--- config.mk ---
export PLATFORM = sky130hd
export DESIGN_NAME = prg_ram_writer_flat
export DESIGN_NICKNAME = d
export VERILOG_FILES = /design/src/rtl/prg_ram_writer_if.sv /design/src/rtl/prg_ram_writer.sv /design/src/flat_wrapper.sv
export SDC_FILE = /design/constraint.sdc
export NUM_CORES = 1
export LEC_CHECK = 0
export ABC_AREA = 0
export BUFFER_PORTS_ARGS = -buffer_cell sky130_fd_sc_hd__buf_2
export CAP_MARGIN = 5
export CORE_MARGIN = 2
export CORE_UTILIZATION = 63
export CTS_BUF_LIST = sky130_fd_sc_hd__clkbuf_8
export DETAILED_ROUTE_END_ITERATION = 6
export PLACE_DENSITY = 0.89
export SYNTH_ARGS = -nofsm -noshare
export SYNTH_HDL_FRONTEND = slang
export SYNTH_SLANG_ARGS = --single-unit
--- constraint.sdc ---
create_clock -name clk -period 6.5 [get_ports clk]
set_clock_uncertainty 0.2 [all_clocks]
set_input_delay 0.975 -clock clk [delete_from_list [all_inputs] [get_ports clk]]
set_output_delay 0.975 -clock clk [all_outputs]
set_load 0.005 [all_outputs]
--- src/rtl/prg_ram_writer_if.sv ---
// rtl/prg_ram_writer_if.sv - loader byte stream and RAM write port bundle
interface prg_ram_writer_if;
    logic        ioctl_download;
    logic        load_prg;
    logic [22:0] ioctl_addr;
    logic [7:0]  ioctl_data;
    logic        ioctl_wr;
    logic        ioctl_wait;
    logic [15:0] ram_addr;
    logic [7:0]  ram_din;
    logic        ram_we;
    logic        ram_ack;

    // The writer consumes the loader stream and drives the RAM port
    modport master (
        input  ioctl_download,
        input  load_prg,
        input  ioctl_addr,
        input  ioctl_data,
        input  ioctl_wr,
        input  ram_ack,
        output ioctl_wait,
        output ram_addr,
        output ram_din,
        output ram_we
    );

    // Loader and RAM side
    modport slave (
        output ioctl_download,
        output load_prg,
        output ioctl_addr,
        output ioctl_data,
        output ioctl_wr,
        output ram_ack,
        input  ioctl_wait,
        input  ram_addr,
        input  ram_din,
        input  ram_we
    );
endinterface

--- src/rtl/prg_ram_writer.sv ---
// rtl/prg_ram_writer.sv - PRG image stream to C64 RAM writer with BASIC pointer fixup
module prg_ram_writer #(
    parameter logic [15:0] BASIC_START = 16'h0801,
    parameter bit          PTR_FIXUP   = 1'b1
) (
    input  logic                     clk,
    input  logic                     reset_n,
    prg_ram_writer_if.master         bus,
    output logic [15:0]              prg_start,
    output logic [15:0]              prg_end,
    output logic                     prg_done,
    output logic                     prg_overflow
);

    typedef enum logic [2:0] {
        IDLE,
        HDR,
        DATA,
        WR_WAIT,
        FIX,
        FIX_WAIT,
        DONE
    } state_t;

    state_t      state_q, state_d;
    logic [15:0] ram_addr_q, ram_addr_d;
    logic [7:0]  ram_din_q, ram_din_d;
    logic        ram_we_q, ram_we_d;
    logic        ioctl_wait_q, ioctl_wait_d;
    logic [15:0] prg_start_q, prg_start_d;
    logic [15:0] prg_end_q, prg_end_d;
    logic        prg_overflow_q, prg_overflow_d;
    logic        dl_q, dl_d;
    logic [2:0]  fix_idx_q, fix_idx_d;

    logic [23:0] target;
    logic        target_ovf;
    logic        dl_rise;

    // Zero-page / BASIC pointer locations patched after a BASIC load,
    // visited low byte first for each pointer.
    function automatic logic [7:0] fix_addr(input logic [2:0] idx);
        logic [7:0] a;
        case (idx)
            3'd6:    a = 8'hAE;
            3'd7:    a = 8'hAF;
            default: a = 8'h2D + {5'd0, idx};
        endcase
        return a;
    endfunction

    // Target address computed wide so any carry past $FFFF is seen
    always_comb begin
        target     = {8'd0, prg_start_q} + ({1'b0, bus.ioctl_addr} - 24'd2);
        target_ovf = |target[23:16];
        dl_rise    = bus.ioctl_download & ~dl_q;
    end

    // Next-state and datapath updates
    always_comb begin
        state_d        = state_q;
        ram_addr_d     = ram_addr_q;
        ram_din_d      = ram_din_q;
        ram_we_d       = ram_we_q;
        ioctl_wait_d   = ioctl_wait_q;
        prg_start_d    = prg_start_q;
        prg_end_d      = prg_end_q;
        prg_overflow_d = prg_overflow_q;
        fix_idx_d      = fix_idx_q;
        dl_d           = bus.ioctl_download;

        case (state_q)
            IDLE: begin
                if (dl_rise && bus.load_prg) begin
                    prg_overflow_d = 1'b0;
                    prg_end_d      = 16'h0000;
                    state_d        = HDR;
                end
            end

            HDR: begin
                if (!bus.ioctl_download) begin
                    state_d = DONE;
                end else if (bus.ioctl_wr) begin
                    if (bus.ioctl_addr == 23'd0) begin
                        prg_start_d[7:0] = bus.ioctl_data;
                    end else if (bus.ioctl_addr == 23'd1) begin
                        prg_start_d[15:8] = bus.ioctl_data;
                        state_d           = DATA;
                    end
                end
            end

            DATA: begin
                if (bus.ioctl_wr && !ioctl_wait_q && bus.ioctl_addr >= 23'd2) begin
                    if (target_ovf) begin
                        prg_overflow_d = 1'b1;
                    end else begin
                        ram_addr_d   = target[15:0];
                        ram_din_d    = bus.ioctl_data;
                        ram_we_d     = 1'b1;
                        ioctl_wait_d = 1'b1;
                        state_d      = WR_WAIT;
                    end
                end else if (!bus.ioctl_download) begin
                    if (PTR_FIXUP && prg_start_q == BASIC_START && prg_end_q != 16'h0000) begin
                        fix_idx_d = 3'd0;
                        state_d   = FIX;
                    end else begin
                        state_d = DONE;
                    end
                end
            end

            WR_WAIT: begin
                if (bus.ram_ack) begin
                    ram_we_d     = 1'b0;
                    ioctl_wait_d = 1'b0;
                    prg_end_d    = ram_addr_q + 16'd1;
                    state_d      = DATA;
                end
            end

            FIX: begin
                ram_addr_d = {8'h00, fix_addr(fix_idx_q)};
                ram_din_d  = fix_idx_q[0] ? prg_end_q[15:8] : prg_end_q[7:0];
                ram_we_d   = 1'b1;
                state_d    = FIX_WAIT;
            end

            FIX_WAIT: begin
                if (bus.ram_ack) begin
                    ram_we_d = 1'b0;
                    if (fix_idx_q == 3'd7) begin
                        state_d = DONE;
                    end else begin
                        fix_idx_d = fix_idx_q + 3'd1;
                        state_d   = FIX;
                    end
                end
            end

            DONE: begin
                state_d = IDLE;
            end

            default: begin
                state_d = IDLE;
            end
        endcase
    end

    // State and datapath registers; reset drops any pending write at once
    always_ff @(posedge clk or negedge reset_n) begin
        if (!reset_n) begin
            state_q        <= IDLE;
            ram_addr_q     <= 16'h0000;
            ram_din_q      <= 8'h00;
            ram_we_q       <= 1'b0;
            ioctl_wait_q   <= 1'b0;
            prg_start_q    <= 16'h0000;
            prg_end_q      <= 16'h0000;
            prg_overflow_q <= 1'b0;
            dl_q           <= 1'b0;
            fix_idx_q      <= 3'd0;
        end else begin
            state_q        <= state_d;
            ram_addr_q     <= ram_addr_d;
            ram_din_q      <= ram_din_d;
            ram_we_q       <= ram_we_d;
            ioctl_wait_q   <= ioctl_wait_d;
            prg_start_q    <= prg_start_d;
            prg_end_q      <= prg_end_d;
            prg_overflow_q <= prg_overflow_d;
            dl_q           <= dl_d;
            fix_idx_q      <= fix_idx_d;
        end
    end

    // Output mapping
    always_comb begin
        bus.ram_addr   = ram_addr_q;
        bus.ram_din    = ram_din_q;
        bus.ram_we     = ram_we_q;
        bus.ioctl_wait = ioctl_wait_q;
        prg_start      = prg_start_q;
        prg_end        = prg_end_q;
        prg_overflow   = prg_overflow_q;
        prg_done       = (state_q == DONE);
    end

endmodule

--- src/flat_wrapper.sv ---
// flat-port wrapper written by rule: the top's interface ports become plain ports
module prg_ram_writer_flat 
#(
    parameter logic [15:0] BASIC_START = 16'h0801,
    parameter bit          PTR_FIXUP   = 1'b1
)
  (clk, reset_n, prg_start, prg_end, prg_done, prg_overflow, bus_ioctl_download, bus_load_prg, bus_ioctl_addr, bus_ioctl_data, bus_ioctl_wr, bus_ram_ack, bus_ioctl_wait, bus_ram_addr, bus_ram_din, bus_ram_we);
  prg_ram_writer_if bus_i ();
  input  logic clk;
  input  logic reset_n;
  output logic [15:0] prg_start;
  output logic [15:0] prg_end;
  output logic prg_done;
  output logic prg_overflow;
  input wire logic [$bits(bus_i.ioctl_download)-1:0] bus_ioctl_download;
  input wire logic [$bits(bus_i.load_prg)-1:0] bus_load_prg;
  input wire logic [$bits(bus_i.ioctl_addr)-1:0] bus_ioctl_addr;
  input wire logic [$bits(bus_i.ioctl_data)-1:0] bus_ioctl_data;
  input wire logic [$bits(bus_i.ioctl_wr)-1:0] bus_ioctl_wr;
  input wire logic [$bits(bus_i.ram_ack)-1:0] bus_ram_ack;
  output wire logic [$bits(bus_i.ioctl_wait)-1:0] bus_ioctl_wait;
  output wire logic [$bits(bus_i.ram_addr)-1:0] bus_ram_addr;
  output wire logic [$bits(bus_i.ram_din)-1:0] bus_ram_din;
  output wire logic [$bits(bus_i.ram_we)-1:0] bus_ram_we;
  assign bus_i.ioctl_download = bus_ioctl_download;
  assign bus_i.load_prg = bus_load_prg;
  assign bus_i.ioctl_addr = bus_ioctl_addr;
  assign bus_i.ioctl_data = bus_ioctl_data;
  assign bus_i.ioctl_wr = bus_ioctl_wr;
  assign bus_i.ram_ack = bus_ram_ack;
  assign bus_ioctl_wait = bus_i.ioctl_wait;
  assign bus_ram_addr = bus_i.ram_addr;
  assign bus_ram_din = bus_i.ram_din;
  assign bus_ram_we = bus_i.ram_we;
  prg_ram_writer #(.BASIC_START(BASIC_START), .PTR_FIXUP(PTR_FIXUP)) u_core (.clk(clk), .reset_n(reset_n), .bus(bus_i), .prg_start(prg_start), .prg_end(prg_end), .prg_done(prg_done), .prg_overflow(prg_overflow));
endmodule
==> results of run 1 <==
cell families after synthesis:
group,count (synthesis)
mux,23
fa+ha+maj,51
compound gates,150
xor+xnor,27
buf+inv,109
flops,66
simple gates,210
per-layer routing:
metal / vias to the layer above / share of wire / GRT usage
li1: 2409 / - / -
met1: 2474 / 0.41 / 0.435
met2: 261 / 0.48 / 0.559
met3: 40 / 0.080 / 0.0617
met4: 0 / 0.032 / 0.128
met5: - / 0 / 0
worst max-delay path: stages:
cell and delay, ns:
sky130_fd_sc_hd__buf_2 0.09, sky130_fd_sc_hd__inv_1 0.06, sky130_fd_sc_hd__ha_1 0.29, sky130_fd_sc_hd__inv_1 0.07
sky130_fd_sc_hd__ha_1 0.21, sky130_fd_sc_hd__inv_1 0.08, sky130_fd_sc_hd__fa_1 0.39, sky130_fd_sc_hd__nand2b_1 0.20
sky130_fd_sc_hd__a21o_1 0.19, sky130_fd_sc_hd__a211oi_2 0.26, sky130_fd_sc_hd__o21ai_0 0.25, sky130_fd_sc_hd__mux2_2 0.33
sky130_fd_sc_hd__or4_4 0.54, sky130_fd_sc_hd__nor4_2 0.26, sky130_fd_sc_hd__buf_4 0.23, sky130_fd_sc_hd__nor2_1 0.26
sky130_fd_sc_hd__a221o_1 0.37
flip-flops by register name (all words and copies together) (netlist names):
register               count
u_core.bus.ram_din         8
u_core.prg_start          16
u_core.prg_end            16
u_core.fix_idx_q           3
u_core.prg_overflow        1
u_core.bus.ioctl_wait      1
u_core.bus.ram_we          1
u_core.bus.ram_addr       16
u_core.state_q             3
u_core.dl_q                1
Yosys cell counts, types with 13 or more instances:
master,n,area share
sky130_fd_sc_hd__inv_1,88,0.063
sky130_fd_sc_hd__mux2i_1,13,0.025
sky130_fd_sc_hd__o21ai_0,52,0.050
sky130_fd_sc_hd__nand2_1,83,0.059
sky130_fd_sc_hd__nand3_1,13,0.012
sky130_fd_sc_hd__clkbuf_1,15,0.011
sky130_fd_sc_hd__nor2_1,39,0.028
sky130_fd_sc_hd__nor4_1,14,0.017
sky130_fd_sc_hd__ha_1,50,0.12
sky130_fd_sc_hd__a21oi_1,32,0.030
sky130_fd_sc_hd__xnor2_1,15,0.025
sky130_fd_sc_hd__dfrtp_1,66,0.31
power breakdown:
part	leakage [nW]	total (mW)	internal, mW	switching (mW)
Clock	0.0847	0.319	0.149	0.170
Combinational	2.01	0.580	0.257	0.323
Sequential	0.831	0.650	0.511	0.139
path summary, 6_finish.rpt:
| check | slack [ns] | depth (start not counted) | endpoint | start |
|---|---|---|---|---|
| setup / recovery | 1.47 | 17 | u_core.bus.ram_din[4]$_DFFE_PN0P_ | bus_ioctl_addr[1] |
| max in group asynchronous | 4.93 | 2 | u_core.prg_start[15]$_DFFE_PN0P_ | reset_n |
| hold reg to reg | 0.32 | 1 | u_core.bus.ram_din[0]$_DFFE_PN0P_ | u_core.bus.ram_din[0]$_DFFE_PN0P_ |
| min in group asynchronous | 0.60 | 2 | u_core.fix_idx_q[1]$_DFFE_PN0P_ | reset_n |
| hold / removal | 0.32 | 1 | u_core.bus.ram_din[0]$_DFFE_PN0P_ | u_core.bus.ram_din[0]$_DFFE_PN0P_ |
| setup reg to reg | 1.80 | 16 | u_core.bus.ram_din[4]$_DFFE_PN0P_ | u_core.prg_start[1]$_DFFE_PN0P_ |
layout make-up:
class | count | area (um2) | area share
inverter | 88 | 330 | 0.0553
tap | 105 | 131 | 0.0220
clock buffer | 10 | 138 | 0.0230
sequential | 66 | 1650 | 0.276
clock inverter | 6 | 41.3 | 0.00691
multi-input combinational | 461 | 3170 | 0.530
timing repair buffer | 101 | 518 | 0.0867
==> results.md, run 1 <==
- At the worst endpoint, the arrival time is 5.06 ns.
- In the routed design, unresolved DRC markers number 0.
- The finished cells cover 5980 um2.
- The commonest non-fill, non-tap cell in the layout is sky130_fd_sc_hd__buf_2.
- The portion of synthesized area spent on multiplexers is 0.0462.
- The register clock-pin slew on the reported worst setup and hold paths is 0.07 ns.
- The insertion delay to the later sink of the worst-skew pair is 0.35 ns.
- The total power after layout is 1.55 mW.
- In this run the power density over the cells is 259 nW/um2.
- In the final layout, the share of cells above drive strength 1 is 0.197.
- The final routed wire length divided by cell count is 18.2 um.
- The vertical die dimension is 95.3 um.
- Of the synthesized area, sequential elements account for 0.314.
- The final routed wirelength across all metal layers is 15.2 mm.
- For this run, the total global-route usage over all layers was measured as 0.336.
- The H-tree depth reported by CTS is 3.
- For the worst setup path, the data required time is 6.53 ns.
- The total area inside the core boundary comes to 8130 um2.
- The area growth from synthesis to layout is 13.7%.
- The layout has 640 filler cells.
- In this run the tightest slew margin relative to its limit is 0.149.
- The clock tree root driver cell is sky130_fd_sc_hd__clkbuf_8.
- The number of antenna violations at the first check in global routing is 0.
- Of the total synthesized cell area, the portion taken by full adders, half adders and majority gates is 0.123.
- The first global-routing pass estimated 23.3 mm of wire.
- The number of vias in the routed layout is 5,184.
- The count of endpoints failing hold in the final timing report was 0.
- The critical path start-end classification is in -> reg.
- The total clock buffers created by CTS is 9.
- By area, the combinational part of the netlist is dominated by simple AND/OR/NAND/NOR gates.
- The final layout net count is 815.
- The count of antenna diodes in the layout is 0.
- The number of clock sinks is 66.
- The total instance count after detailed placement is 821.
- The total grt overflow is 0.
- IR analysis of the VDD net gives a maximum drop of 0.114 mV.
- The filler-free cell count of the finished design is 837.
- Across all hold checks on the routed design, the worst slack comes to 0.319 ns.
- The synthesized net count is 724.
- The dominant synthesized flop cell is sky130_fd_sc_hd__dfrtp_1.
- The starting density of the core is 0.646.
- The buffer levels on the longest clock path is 2.
- Synthesis produced 636 cells.
- The number of different library cells used by synthesis comes to 62.
- The basic-gate share of the synthesized area counting and, or, nand and nor cells is 0.196.
- Adding up every negative setup slack in the final design gives 0 ns.
- The die is 95.3 um wide.
- The flow ran to the end, and the final reports show no timing, DRC or antenna violations.
- The highest achievable clock rate is 199 MHz.
- The congestion estimate from routability-driven global placement came to 1.04.
- Buffers inserted to repair hold after CTS numbered 0.
- The TritonCTS clock tree is built.
- The number of iterations in the first detailed-routing pass is 5.
- The count of pins over their slew limit is 0.
- At the end of the flow the core is filled with cells to 0.735.
- The number of buffers inserted to repair setup after CTS is 0.
- Along the worst path, the maximum fanout reaches 14.
- The die covers 9090 um2.
- Of all flip-flops after synthesis, the portion carrying an async set or reset was 1.00.
- The type of element capturing the critical path is a flip-flop.
- The number of antenna-violating nets in the routed design is 0.
- The setup violation total in the final timing report is 0.
- The min-delay analysis places its worst path in the category reg -> reg.
- In the routed layout, each cell is associated on average with a via count of 6.19.
- In the layout the commonest cells are sky130_fd_sc_hd__buf_2 (96), sky130_fd_sc_hd__inv_1 (88), sky130_fd_sc_hd__nand2_1 (83).
- The post-synthesis sequential element count is 66.
- Once detailed placement completed, the half-perimeter wirelength came to 12.1 mm.
- Setup repair after global routing left no endpoint under its margin.
- Of the total synthesized cell area, the portion taken by XOR and XNOR cells is 0.0450.
- The number of gates resized after CTS is 0.
- The synthesized-area fraction occupied by ao, oa, aoi and oai cells came to 0.192.
- The via count of the first global-routing pass was 4,741.
- Max-cap violations in this run came to 0.
- The post-route worst setup slack is 1.47 ns.
- The number of input and output port buffers inserted is 96.
- The number of placement rows is 33.
- The mean post-synth cell area is 8.26 um2.
- The violation count after the first detailed-routing iteration is 362.
- After detailed placement, the total cell area comes to 5800 um2.
- The boundary pin count is 97.
- The summed instance area of the synthesized netlist is 5260 um2.
- The setup slack at placement is 1.16 ns.
- The routed design could run at a clock period as short as 5.03 ns.
- Yosys printed 0 warnings.
- The number of enable flip-flop cells after synthesis is 0.
- The ratio of final minimum period to clock period is 0.775.
- The analysis attributes to cell leakage a power of 2.93 nW.
- The critical path launch point type is an input port.
- Entering global routing, the biggest net connects 67 pins.
- The transition at the pin with the smallest max-transition slack is 1.28 ns.
Power figures use the tool's default switching activity.
==> run 2, diff against run 1 <==
--- a/config.mk
+++ b/config.mk
@@ -9,10 +9,10 @@
 export BUFFER_PORTS_ARGS = -buffer_cell sky130_fd_sc_hd__buf_2
 export CAP_MARGIN = 5
 export CORE_MARGIN = 2
-export CORE_UTILIZATION = 63
+export CORE_UTILIZATION = 58
 export CTS_BUF_LIST = sky130_fd_sc_hd__clkbuf_8
 export DETAILED_ROUTE_END_ITERATION = 6
-export PLACE_DENSITY = 0.89
+export PLACE_DENSITY = 0.83
 export SYNTH_ARGS = -nofsm -noshare
 export SYNTH_HDL_FRONTEND = slang
 export SYNTH_SLANG_ARGS = --single-unit
==> constraint.sdc (replaced) <==
create_clock -name clk -period 5.26 [get_ports clk]
set_clock_uncertainty 0.2 [all_clocks]
set_input_delay 0.789 -clock clk [delete_from_list [all_inputs] [get_ports clk]]
set_output_delay 0.789 -clock clk [all_outputs]
set_load 0.005 [all_outputs]
==> results.md, run 2 (synthesis gave the netlist of run 1 again) <==
- The final routed wire length divided by cell count is 18.5 um (+1.5%).
- The final layout net count is 818 (+0.37%).
- The setup violation total in the final timing report came to 0 (unchanged).
- The placed wire-length estimate is 12.5 mm (+3.2%).
- The worst-case vdd ir drop is 0.164 mV (+43%).
- The worst hold margin came to 0.319 ns (+0.0000540 ns).
- The area of the die is 9840 um2 (+8.3%).
- The leakage dissipation came to 2.98 nW (+1.6%).
- The buffer levels on the longest clock path was 2 (unchanged).
- The number of input and output port buffers inserted was 96 (unchanged).
- The final total negative setup slack is 0 ns (unchanged).
- The TritonCTS clock tree is built.
- The number of buffers added to fix hold violations after cts is 0 (unchanged).
- The worst endpoint required time was 5.28 ns (-1.25 ns).
- The number of clock sinks was 66 (unchanged).
- The final routed wirelength across all metal layers is 15.6 mm (+2.2%).
- The top cell types in the final layout, fill and taps aside, are sky130_fd_sc_hd__buf_2 (96), sky130_fd_sc_hd__inv_1 (88), sky130_fd_sc_hd__nand2_1 (83).
- The wire length of the first global-routing pass came to 25.1 mm (+7.9%).
- The register clock-pin slew on the reported worst setup and hold paths is 0.07 ns (about the same).
- The critical path's slowest cell is sky130_fd_sc_hd__or4_4.
- The final instance area is 6060 um2 (+1.4%).
- The root buffer cell chosen for the clock tree is sky130_fd_sc_hd__clkbuf_8.
- The violation count after the first detailed-routing iteration is 323 (-11%).
- The routability congestion estimate from global placement is 1.04 (+0.24%).
- The instance area after placement is 5840 um2 (+0.67%).
- The number of gates resized after CTS is 0 (unchanged).
- The maximum number of pins on one net before global-route repair is 67 (unchanged).
- The count of endpoints failing hold in the final timing report is 0 (unchanged).
- The transition at the pin with the smallest max-transition slack was 1.11 ns (-0.169 ns).
- The signal on the critical path passes through buf_2 -> inv_1 -> ha_1 -> inv_1 -> ha_1 -> inv_1 -> fa_1 -> nand2b_1 -> a21o_1 -> a211oi_2 -> o21ai_0 -> mux2_2 -> or4_4 -> nor4_2 -> nor2_1 -> a221o_1.
- The stage delay of the slowest cell on the critical path is 0.53 ns (about the same).
- The areal power density over the cells was 332 nW/um2 (+28%).
- The number of buffers inserted to repair setup after CTS is 0 (unchanged).
- The ratio of final minimum period to clock period is 0.896.
- The normalized max-slew margin came to 0.258 (+0.110).
- The smallest clock period supported by the final layout is computed as 4.71 ns.
- Setup repair after global routing left no endpoint under its margin.
- The run finished with clean final reports.
- STA classifies the critical path endpoint as a flip-flop.
- The vertical die dimension is 99.2 um (+4.0%).
- The remaining design rule violation count is 0 (unchanged).
- The max-cap violation count came to 0 (unchanged).
- The count of antenna diodes in the layout is 0 (unchanged).
- The insertion delay to the later sink of the worst-skew pair was 0.34 ns (about the same).
- The area growth from synthesis to layout is 15.3%.
- The commonest non-fill, non-tap cell in the layout is sky130_fd_sc_hd__buf_2.
- The placeable core region is 8760 um2 (+7.7%).
- The startpoint identified for the worst register-to-register timing path is u_core.prg_start[1]$_DFFE_PN0P_.
- The count of pins over their slew limit came to 0 (unchanged).
- The highest achievable clock rate is 212 MHz.
- The total instance count after detailed placement came to 827 (+0.73%).
- By startpoint and endpoint, the worst setup path is classified as in -> reg.
- The H-tree depth reported by CTS is 3 (unchanged).
- The die outline width is 99.2 um (+4.0%).
- The library cell appearing most often on the critical path is sky130_fd_sc_hd__inv_1.
- The critical path launch point type is an input port.
- The data arrival time of the critical path is 4.73 ns (-0.33 ns).
- The number of placement rows came to 34 (+3.0%).
- The number of iterations in the first detailed-routing pass is 5 (unchanged).
- The total grt overflow is 0 (unchanged).
- The filler-free cell count of the finished design is 843 (+0.72%).
- The global router's overall resource usage is 0.321 (-0.0151).
- The startpoint identified for the worst hold timing path is u_core.bus.ram_din[0]$_DFFE_PN0P_.
- The path class of the tightest hold or removal check is reg -> reg.
- The boundary pin count is 97 (unchanged).
- The number of antenna violations at the first check in global routing is 0 (unchanged).
- The origin of the worst setup path is bus_ioctl_addr[1].
- The ratio of cells with drive above 1 in the final layout is 0.200 (+0.00328).
- The starting density of the core was 0.600 (-0.0464).
- The maximum fanout count along the critical path is 14 (unchanged).
- The post-detailed-route via-to-cell ratio is 6.15 (-0.71%).
- The number of vias in the routed layout was 5,184 (unchanged).
- The via count of the first global-routing pass came to 4,912 (+3.6%).
- The number of antenna-violating nets in the routed design is 0 (unchanged).
- The total clock buffers created by CTS is 9 (unchanged).
-- run 2: per-layer routing --
| layer | wire, um | track usage |
|---|---|---|
| met1 | 6550 | 0.431 |
| met5 | 0 | 0 |
| met4 | 488 | 0.112 |
| met2 | 7370 | 0.533 |
| met3 | 1160 | 0.0471 |
-- run 2: path summary, 6_finish.rpt --
kind,endpoint,slack (ns),cells past startpoint
worst max-delay path,u_core.bus.ram_din[2]$_DFFE_PN0P_,0.55,16
worst min-delay path,u_core.bus.ram_din[0]$_DFFE_PN0P_,0.32,1
worst max register to register,u_core.bus.ram_din[2]$_DFFE_PN0P_,0.70,15
worst min register to register,u_core.bus.ram_din[0]$_DFFE_PN0P_,0.32,1
max in group asynchronous,u_core.bus.ram_addr[9]$_DFFE_PN0P_,3.89,2
min in group asynchronous,u_core.dl_q$_DFF_PN0_,0.41,2
-- run 2: report_power, final --
group | switching (mW) | internal [mW] | total (mW)
combinational | 0.402 | 0.321 | 0.723
sequential | 0.169 | 0.631 | 0.800
clock | 0.215 | 0.271 | 0.486
-- run 2: area by class of cell --
cell class	instances	area, um2
multi-input cells	461	3170
fillers	728	2700
flip-flops and latches	66	1650
repair buffers	104	553
inverters	88	330
well taps	108	135
clock buffers	9	124
clock inverters	7	100
-- run 2: stage by stage --
| stage | worst slack (ns) | utilization | total power [mW] |
|---|---|---|---|
| 6_report | 0.545 | 0.691 | 2.01 |
| 5_1_grt | 0.332 | 0.691 | 2.13 |
| 4_1_cts | 0.564 | 0.691 | 2.00 |
| 3_5_place_dp | 0.237 | 0.666 | 1.52 |
| 3_3_place_gp | 0.360 | 0.666 | 1.49 |
| 2_1_floorplan | 0.642 | - | 1.23 |
-- run 2: critical path: cells and delay by family --
family | cells | cell delay [ns]
and+or+nand+nor | 4 | 1.33
AOI/OAI and AO/OA | 4 | 1.08
adders and majority gates | 3 | 0.89
muxes | 1 | 0.34
buffers and inverters | 4 | 0.28
